<file path="config.mk">
export PLATFORM = sky130hd
export DESIGN_NAME = regbank_mp
export DESIGN_NICKNAME = d
export VERILOG_FILES = /design/src/rtl/regbank_mp.sv
export SDC_FILE = /design/constraint.sdc
export NUM_CORES = 2
export LEC_CHECK = 0
export ABC_AREA = 1
export BUFFER_PORTS_ARGS = -buffer_cell sky130_fd_sc_hd__buf_2
export CORE_UTILIZATION = 30
export CTS_BUF_LIST = sky130_fd_sc_hd__clkbuf_16
export DETAILED_ROUTE_END_ITERATION = 6
export GPL_TIMING_DRIVEN = 1
export PLACE_DENSITY = 0.53
export SETUP_SLACK_MARGIN = 0.05
export SLEW_MARGIN = 20
export SYNTH_ARGS = -nofsm -noshare
export SYNTH_HDL_FRONTEND = slang
export SYNTH_SLANG_ARGS = --single-unit
</file>
<file path="constraint.sdc">
create_clock -name clk -period 29 [get_ports clk]
set_input_delay 5.8 -clock clk [delete_from_list [all_inputs] [get_ports clk]]
set_output_delay 5.8 -clock clk [all_outputs]
set_load 0.02 [all_outputs]
</file>
<file path="src/rtl/regbank_mp.sv">
// Register bank: R0 hard-wired to zero, stack pointer at index NUM_REGS, two bypassed
// read ports, one write port, push/pop SP adjustment and a handshaked dump walker.
module regbank_mp #(
  parameter int WIDTH    = 32,
  parameter int NUM_REGS = 16,
  parameter int ADDR_W   = 5,
  parameter int SP_RESET = 1023,
  parameter int SP_STEP  = 1,
  parameter int BYPASS   = 1
) (
  input  logic              clk,
  input  logic              reset,
  input  logic [ADDR_W-1:0] rs_addr,
  input  logic [ADDR_W-1:0] rt_addr,
  output logic [WIDTH-1:0]  rs_data,
  output logic [WIDTH-1:0]  rt_data,
  input  logic              wr_en,
  input  logic [ADDR_W-1:0] wr_addr,
  input  logic [WIDTH-1:0]  wr_data,
  input  logic [1:0]        sp_op,
  output logic [WIDTH-1:0]  sp_out,
  input  logic              dump_start,
  output logic              dump_valid,
  input  logic              dump_ready,
  output logic [ADDR_W-1:0] dump_addr,
  output logic [WIDTH-1:0]  dump_data,
  output logic              dump_busy,
  output logic              dump_done
);

  localparam int                IDX_W   = $clog2(NUM_REGS);
  localparam logic [ADDR_W-1:0] SP_ADDR = ADDR_W'(NUM_REGS);

  typedef enum logic {S_IDLE, S_SCAN} state_t;

  logic [WIDTH-1:0]  r_regs [NUM_REGS];
  logic [WIDTH-1:0]  r_sp;
  state_t            r_state;
  logic [ADDR_W-1:0] r_idx;
  logic [WIDTH-1:0]  r_dump_data;
  logic              r_dump_valid;
  logic              r_dump_busy;
  logic              r_dump_done;

  logic w_reg_write;
  logic w_sp_write;

  // Registered (pre-edge) value of any bank index; out-of-range and R0 read as zero.
  function automatic logic [WIDTH-1:0] f_entry(input logic [ADDR_W-1:0] a);
    if (a == '0 || a > SP_ADDR) return '0;
    else if (a == SP_ADDR)      return r_sp;
    else                        return r_regs[a[IDX_W-1:0]];
  endfunction

  function automatic logic [WIDTH-1:0] f_read(input logic [ADDR_W-1:0] a);
    if (BYPASS != 0 && wr_en && wr_addr == a && a != '0 && a <= SP_ADDR) return wr_data;
    else                                                                  return f_entry(a);
  endfunction

  assign w_reg_write = wr_en && wr_addr != '0 && wr_addr < SP_ADDR;
  assign w_sp_write  = wr_en && wr_addr == SP_ADDR;

  // NOTE: always_comb (not assign) so the block also re-evaluates when the state the
  // functions read changes, not only when the address arguments change.
  always_comb begin
    rs_data = f_read(rs_addr);
    rt_data = f_read(rt_addr);
  end

  // NOTE: the register array is reset explicitly because the bank must read as zero
  // after reset; this rules out mapping it onto a RAM macro.
  always_ff @(posedge clk or posedge reset) begin
    if (reset) begin
      for (int i = 0; i < NUM_REGS; i++) r_regs[i] <= '0;
      r_sp <= WIDTH'(SP_RESET);
    end else begin
      if (w_reg_write) r_regs[wr_addr[IDX_W-1:0]] <= wr_data;
      // An explicit SP write takes priority over a same-cycle push/pop.
      if (w_sp_write) begin
        r_sp <= wr_data;
      end else begin
        case (sp_op)
          2'b01:   r_sp <= r_sp - WIDTH'(SP_STEP);
          2'b10:   r_sp <= r_sp + WIDTH'(SP_STEP);
          default: r_sp <= r_sp;
        endcase
      end
    end
  end

  always_ff @(posedge clk or posedge reset) begin
    if (reset) begin
      r_state      <= S_IDLE;
      r_idx        <= '0;
      r_dump_data  <= '0;
      r_dump_valid <= 1'b0;
      r_dump_busy  <= 1'b0;
      r_dump_done  <= 1'b0;
    end else begin
      r_dump_done <= 1'b0;
      case (r_state)
        S_IDLE: begin
          if (dump_start) begin
            r_idx        <= '0;
            r_dump_data  <= f_entry('0);
            r_dump_valid <= 1'b1;
            r_dump_busy  <= 1'b1;
            r_state      <= S_SCAN;
          end
        end
        S_SCAN: begin
          if (r_dump_valid && dump_ready) begin
            if (r_idx < SP_ADDR) begin
              r_idx       <= r_idx + ADDR_W'(1);
              r_dump_data <= f_entry(r_idx + ADDR_W'(1));
            end else begin
              r_dump_valid <= 1'b0;
              r_dump_busy  <= 1'b0;
              r_dump_done  <= 1'b1;
              r_state      <= S_IDLE;
            end
          end
        end
        default: r_state <= S_IDLE;
      endcase
    end
  end

  assign sp_out     = r_sp;
  assign dump_valid = r_dump_valid;
  assign dump_addr  = r_idx;
  assign dump_data  = r_dump_data;
  assign dump_busy  = r_dump_busy;
  assign dump_done  = r_dump_done;

endmodule

</file>
## After elaboration in Yosys (flattened, before gate mapping)

Cells that the tools add are included.

- Register bits after elaboration: 584
- Input port bits: 54
- Output and inout port bits: 136
- Logic and storage cells: 118

- $add $sub $neg: 3
- Order comparisons: 12
- Equal/unequal tests: 12
- Muxes and demuxes: 41
- Bitwise gates (word level): 5
- Reductions and logical operators: 23

Operators with widths:

| operator | count |
|---|---|
| 32-bit 2-to-1 mux | 19 |
| 512-bit bitwise mux | 1 |
| 32-bit binary-select mux with 4-bit select | 3 |
| 32-bit demux with 4-bit select | 1 |
| 32-bit case mux with 2 select lines | 2 |
| 32-bit by 1-bit adder with 32-bit output (second input constant) | 1 |
| 32-bit by 1-bit subtractor with 32-bit output (second input constant) | 1 |
| 5-bit == test (second input constant) | 4 |
| 5-bit >= comparator (second input constant) | 4 |
| 4-bit NOT with 5-bit output | 4 |
| 5-bit > comparator (second input constant) | 3 |
| 5-bit zero test | 3 |
| 5-bit 2-to-1 mux | 3 |
| 5-bit nonzero test | 3 |
| 1-bit logical AND | 11 |
| 5-bit == test | 2 |
| 5-bit <= comparator (second input constant) | 2 |
| 5-bit < comparator (second input constant) | 2 |
| 5-bit case mux with 2 select lines | 1 |
| 1-bit 2-to-1 mux | 9 |
| 3-bit AND reduction | 2 |
| 5-bit by 1-bit adder with 5-bit output (second input constant) | 1 |
| 5-bit by 1-bit < comparator with 1-bit output (second input constant) | 1 |
| 2-bit by 1-bit inequality test with 1-bit output (second input constant) | 2 |
| 7 further kinds | 11 |

## Longest topological paths before layout

- Word-level depth: 10
- Mapped depth: 18
- Gate-level depth less buffers: 18

## Worst setup path after synthesis

No wires, ideal clock.

- Path type: input port to output port
- Start: input port rs_addr[1]
- End: output port rs_data[10]
- Arrival: 8.085 ns
- Data required time: 23.200 ns
- Slack: 15.115 ns
- Stages on the path: 10
- Buffers on the path: 4
- Cells stage by stage: clkbuf_1 -> nor2_1 -> clkbuf_1 -> clkbuf_1 -> nand3_1 -> ha_1 -> nor4_1 -> nand3_1 -> clkbuf_1 -> o21ai_0

- Word-level cells in the longest chain between the ends: 7
- Elaborated cells between the ends (all ways): 17
- Those cells by class: order compare (2); eq/ne (2); mux (6); bitwise (1); reduce/logical (6)

RTL lines:

| element | RTL line | source |
|---|---|---|
| start: declaration | 13 | `input logic [ADDR_W-1:0] rs_addr,` |
| 4-bit NOT with 5-bit output (not written as such) | 52 | `else return r_regs[a[IDX_W-1:0]];` |
| 32-bit binary-select mux with 4-bit select | 52 |  |
| 32-bit 2-to-1 mux (not written as such) (2 in a row) | 52 |  |
| 32-bit 2-to-1 mux | 51 | `else if (a == SP_ADDR) return r_sp;` |
| 32-bit 2-to-1 mux | 50 | `if (a == '0 \|\| a > SP_ADDR) return '0;` |
| 32-bit 2-to-1 mux * | 56 | `if (BYPASS != 0 && wr_en && wr_addr == a && a != '0 && a <= SP_ADDR) return wr_data;` |
| end: declaration | 15 | `output logic [WIDTH-1:0] rs_data,` |

Mark *: on every way between the ends. The rest lies on a longest branch, timed or not. The select of a mux whose other input is x is not followed.

## Worst setup path after layout

- Start: input port rs_addr[1]
- End: output port rs_data[29]

The elaborated chain is that of the path after synthesis.

==> flow_summary.toml <==
[synthesis]
post_synth_main_area_contributors = "sky130_fd_sc_hd__dfrtp_1 (37%), sky130_fd_sc_hd__nand2_1 (14%), sky130_fd_sc_hd__o21ai_0 (10%), sky130_fd_sc_hd__o211ai_1 (6.8%), sky130_fd_sc_hd__nand3_1 (5.9%)"
synth_sequential_area_ratio_pct = 37.8
synth_ff_type = "sky130_fd_sc_hd__dfrtp_1"
syn_area_per_cell_um2 = 6.76
number_of_synthesized_flops_with_an_enable_pin = 0
synth_fp_nets = 5819
post-synth-top-area-cell = "sky130_fd_sc_hd__dfrtp_1"
synth_top_area_share_pct = 37.1
synth.yosys.warnings = 0
netlist_instances = 5723
syn_area_um2 = 38700
synth_cell_types = 36
ys_async_sr_fraction_pct = 100
synth-seq-cells = 584

[floorplan]
die_outline_area_um2 = 130000
floorplan.rows = 131
chipWidth_um = 361
initial_utilization_pct = 30.3
chipHeight_um = 361
fp.coreArea_um2 = 128000
boundaryPins = 190

[critical_path]
slowest_delay_ps = 790
worstPathArrival_ps = 10240
reg2reg_depth = 11
worst_ep_required_time_ps = 23200
cp_slowest_cell = "sky130_fd_sc_hd__buf_4"
timing.critical_path.to_type = "primary output"
crit_path_start_kind = "primary input"
path_cells = "buf_4 > buf_4 > clkinv_1 > nor2_4 > buf_4 > o21ai_0 > o2111ai_1 > nand3_1 > nand2_1 > o21ai_0 > buf_2"
critical-path-top-delay-family = "buffers and inverters"
crit-reg2reg-launch = "dump_addr[0]"
critical-path-top-cell-by-count = "sky130_fd_sc_hd__buf_4"
r2r_setup_slack_ps = 24870
critPathKind = "in -> out"
worstPathMaxFanout = 59
combined_buffer_and_inverter_count_along_the_critical_path = 5
r2r_end = "dump_data[5]"

[status]
run_status = "complete, no violations"

[clock_tree]
clk-insertion-delay-late_ps = 670
post_cts_setup_buffer_count = 0
cts-buffers-inserted = 68
cts.clk_slew.worst_paths_ps = 60
cts_root_buffer_type = "sky130_fd_sc_hd__clkbuf_16"
tritoncts_clock_tree = "done"
cts.repair.resized = 0
numClockSinks = 584
cts_hold_repair.buffers = 0
htree_num_levels = 3
clk_path_buf_depth = 3

[timing]
final_setup_tns_ps = 0
min_period_ps = 16040
finalClockSkew_ps = 19.0
post-route-worst-setup-slack_ps = 12960
highest_clock_rate_mhz = 62.3
report.final.hold_viol_count = 0
grt_setup_unrepaired = "no"
timing.final.setup_violations = 0
fin_max_slew_vios = 0
tightest_slew_ps = 1190
fin_hold_ws_ps = 375
timing.max_slew.rel_slack_pct = 20.6
final_min_period_over_clock_period_pct = 55.3

[final_layout]
multi_input_area_um2 = 20600
fillerInstances = 13765
syn2layout_area_growth_pct = 10.6
layout.cells.most_common_list = "sky130_fd_sc_hd__nand2_1 (1431), sky130_fd_sc_hd__o21ai_0 (799), sky130_fd_sc_hd__dfrtp_1 (573), sky130_fd_sc_hd__nand3_1 (452), sky130_fd_sc_hd__inv_1 (448)"
nNetsFinal = 5642
seq_area_um2 = 14600
layout_commonest_cell = "sky130_fd_sc_hd__nand2_1"
core_occupancy_in_the_finished_layout_pct = 33.5
final_layout_size_suffix_gt1_share_pct = 7.50

[global_route]
grt_antenna_before_repair = 17
grt_util_all_layers_pct = 26.7
global_route.overflow_total = 0
first_global_vias = 37954
pin_count_of_the_biggest_net_entering_global_routing = 213
global_route_wire_length_before_repair_um = 261000

[place]
port-buffer-count = 189
place_hpwl_um = 107000
place_ws_ps = 13140
finalWeightedCongestion = 0.900

[min_path]
hold-path-endpoint = "r_regs[496]"
hold_depth = 0
hp-class = "reg -> reg"
hold_start = "r_regs[496]"

[power]
worst_ir_drop_on_vdd_mv = 0.101
static-leakage-power_nw = 19.3
power_density_nw_per_um2 = 94.6

[route]
wl_per_cell_um = 24.5
detail-route-antenna-nets = 0
drt_drc_violations_left = 0
drtPass1Iterations = 6
via_count = 41421
vias_per_cell = 5.69
detail_route.iter0.violations = 5705
routed_wirelength_um = 178000

[job]
maxCapViolations = 0
worst reg2reg max path, stage by stage, from the launching register on:
cell	delay, ps
sky130_fd_sc_hd__dfrtp_4	660
sky130_fd_sc_hd__ha_4	260
sky130_fd_sc_hd__nand2_1	70
sky130_fd_sc_hd__inv_1	80
sky130_fd_sc_hd__nor2_4	70
sky130_fd_sc_hd__buf_4	540
sky130_fd_sc_hd__inv_2	660
sky130_fd_sc_hd__buf_4	520
sky130_fd_sc_hd__o211ai_1	210
sky130_fd_sc_hd__nand3_1	100
sky130_fd_sc_hd__a21oi_1	650
sky130_fd_sc_hd__o21ai_0	160
sequential cells by signal, summed over array words and instances (netlist names):
name and cells:
dump_data 32, sp_out 32, dump_busy 1, r_regs 512
dump_addr 5, dump_done 1, r_state 1
power by group:
part	leakage [nW]	switching, mW	internal (mW)	total (mW)
Combinational	10.7	1.36	0.561	1.92
Sequential	7.42	0.225	0.998	1.22
Clock	1.16	0.393	0.512	0.905
Total	19.3	1.98	2.07	4.05
per-layer routing:
metal | up-vias | GRT usage, % | share of wire [%] | routed length (um)
li1 | 18958 | - | - | -
met1 | 19710 | 35.8 | 42 | 74600
met2 | 2379 | 41.2 | 44 | 78300
met3 | 368 | 5.96 | 10 | 18700
met4 | 6 | 11.1 | 3.9 | 6910
met5 | - | 0 | 0.023 | 41
area by class of cell:
cell class / count / area share (%)
clock buffers: 70 / 4.09
clock inverters: 56 / 1.16
diodes: 12 / 0.0702
flip-flops and latches: 584 / 34.2
well taps: 1662 / 4.86
inverters: 453 / 4.02
multi-input cells: 4181 / 48.0
repair buffers: 258 / 3.58
Yosys cell counts, types with 22 or more instances:
| library cell | n |
|---|---|
| sky130_fd_sc_hd__o21ai_1 | 33 |
| sky130_fd_sc_hd__inv_1 | 439 |
| sky130_fd_sc_hd__dfrtp_1 | 574 |
| sky130_fd_sc_hd__o211ai_1 | 352 |
| sky130_fd_sc_hd__ha_1 | 41 |
| sky130_fd_sc_hd__clkbuf_1 | 391 |
| sky130_fd_sc_hd__o22ai_1 | 22 |
| sky130_fd_sc_hd__nand4_1 | 61 |
| sky130_fd_sc_hd__o21ai_0 | 799 |
| sky130_fd_sc_hd__buf_2 | 64 |
| sky130_fd_sc_hd__o2111ai_1 | 64 |
| sky130_fd_sc_hd__nand3_1 | 459 |
| sky130_fd_sc_hd__nand2_1 | 1437 |
| sky130_fd_sc_hd__o21bai_1 | 28 |
| sky130_fd_sc_hd__nor2_1 | 415 |
| sky130_fd_sc_hd__a21oi_1 | 408 |
| sky130_fd_sc_hd__buf_1 | 47 |
cells by family after synthesis:
logic type	after synthesis	share of synthesized area (%)
simple gates	2394	25.3
xor+xnor	21	0.475
fa+ha+maj	42	1.38
flops	584	37.8
buf+inv	958	9.53
compound gates	1724	25.6
worst max path at each step:
stage,start,endpoint,slack (ps),depth (start not counted)
after CTS,rs_addr[1],rs_data[29],13140,11
after floorplan,reset,dump_addr[0],6880,1
final,rs_addr[1],rs_data[29],12960,11
after global routing,rs_addr[1],rs_data[12],12870,11
after detailed placement,rs_addr[1],rs_data[16],13140,13
after global placement,rs_addr[1],rs_data[16],13220,13
metrics by stage:
stage	area, um2	instances	power, mW
finish	42800	7276	4.05
global route	42800	7271	4.28
CTS	42800	7264	4.00
detailed placement	40500	7138	3.09
global placement	40500	7138	3.07
floorplan	38700	5723	2.38
(Power assumes the default switching activity.)
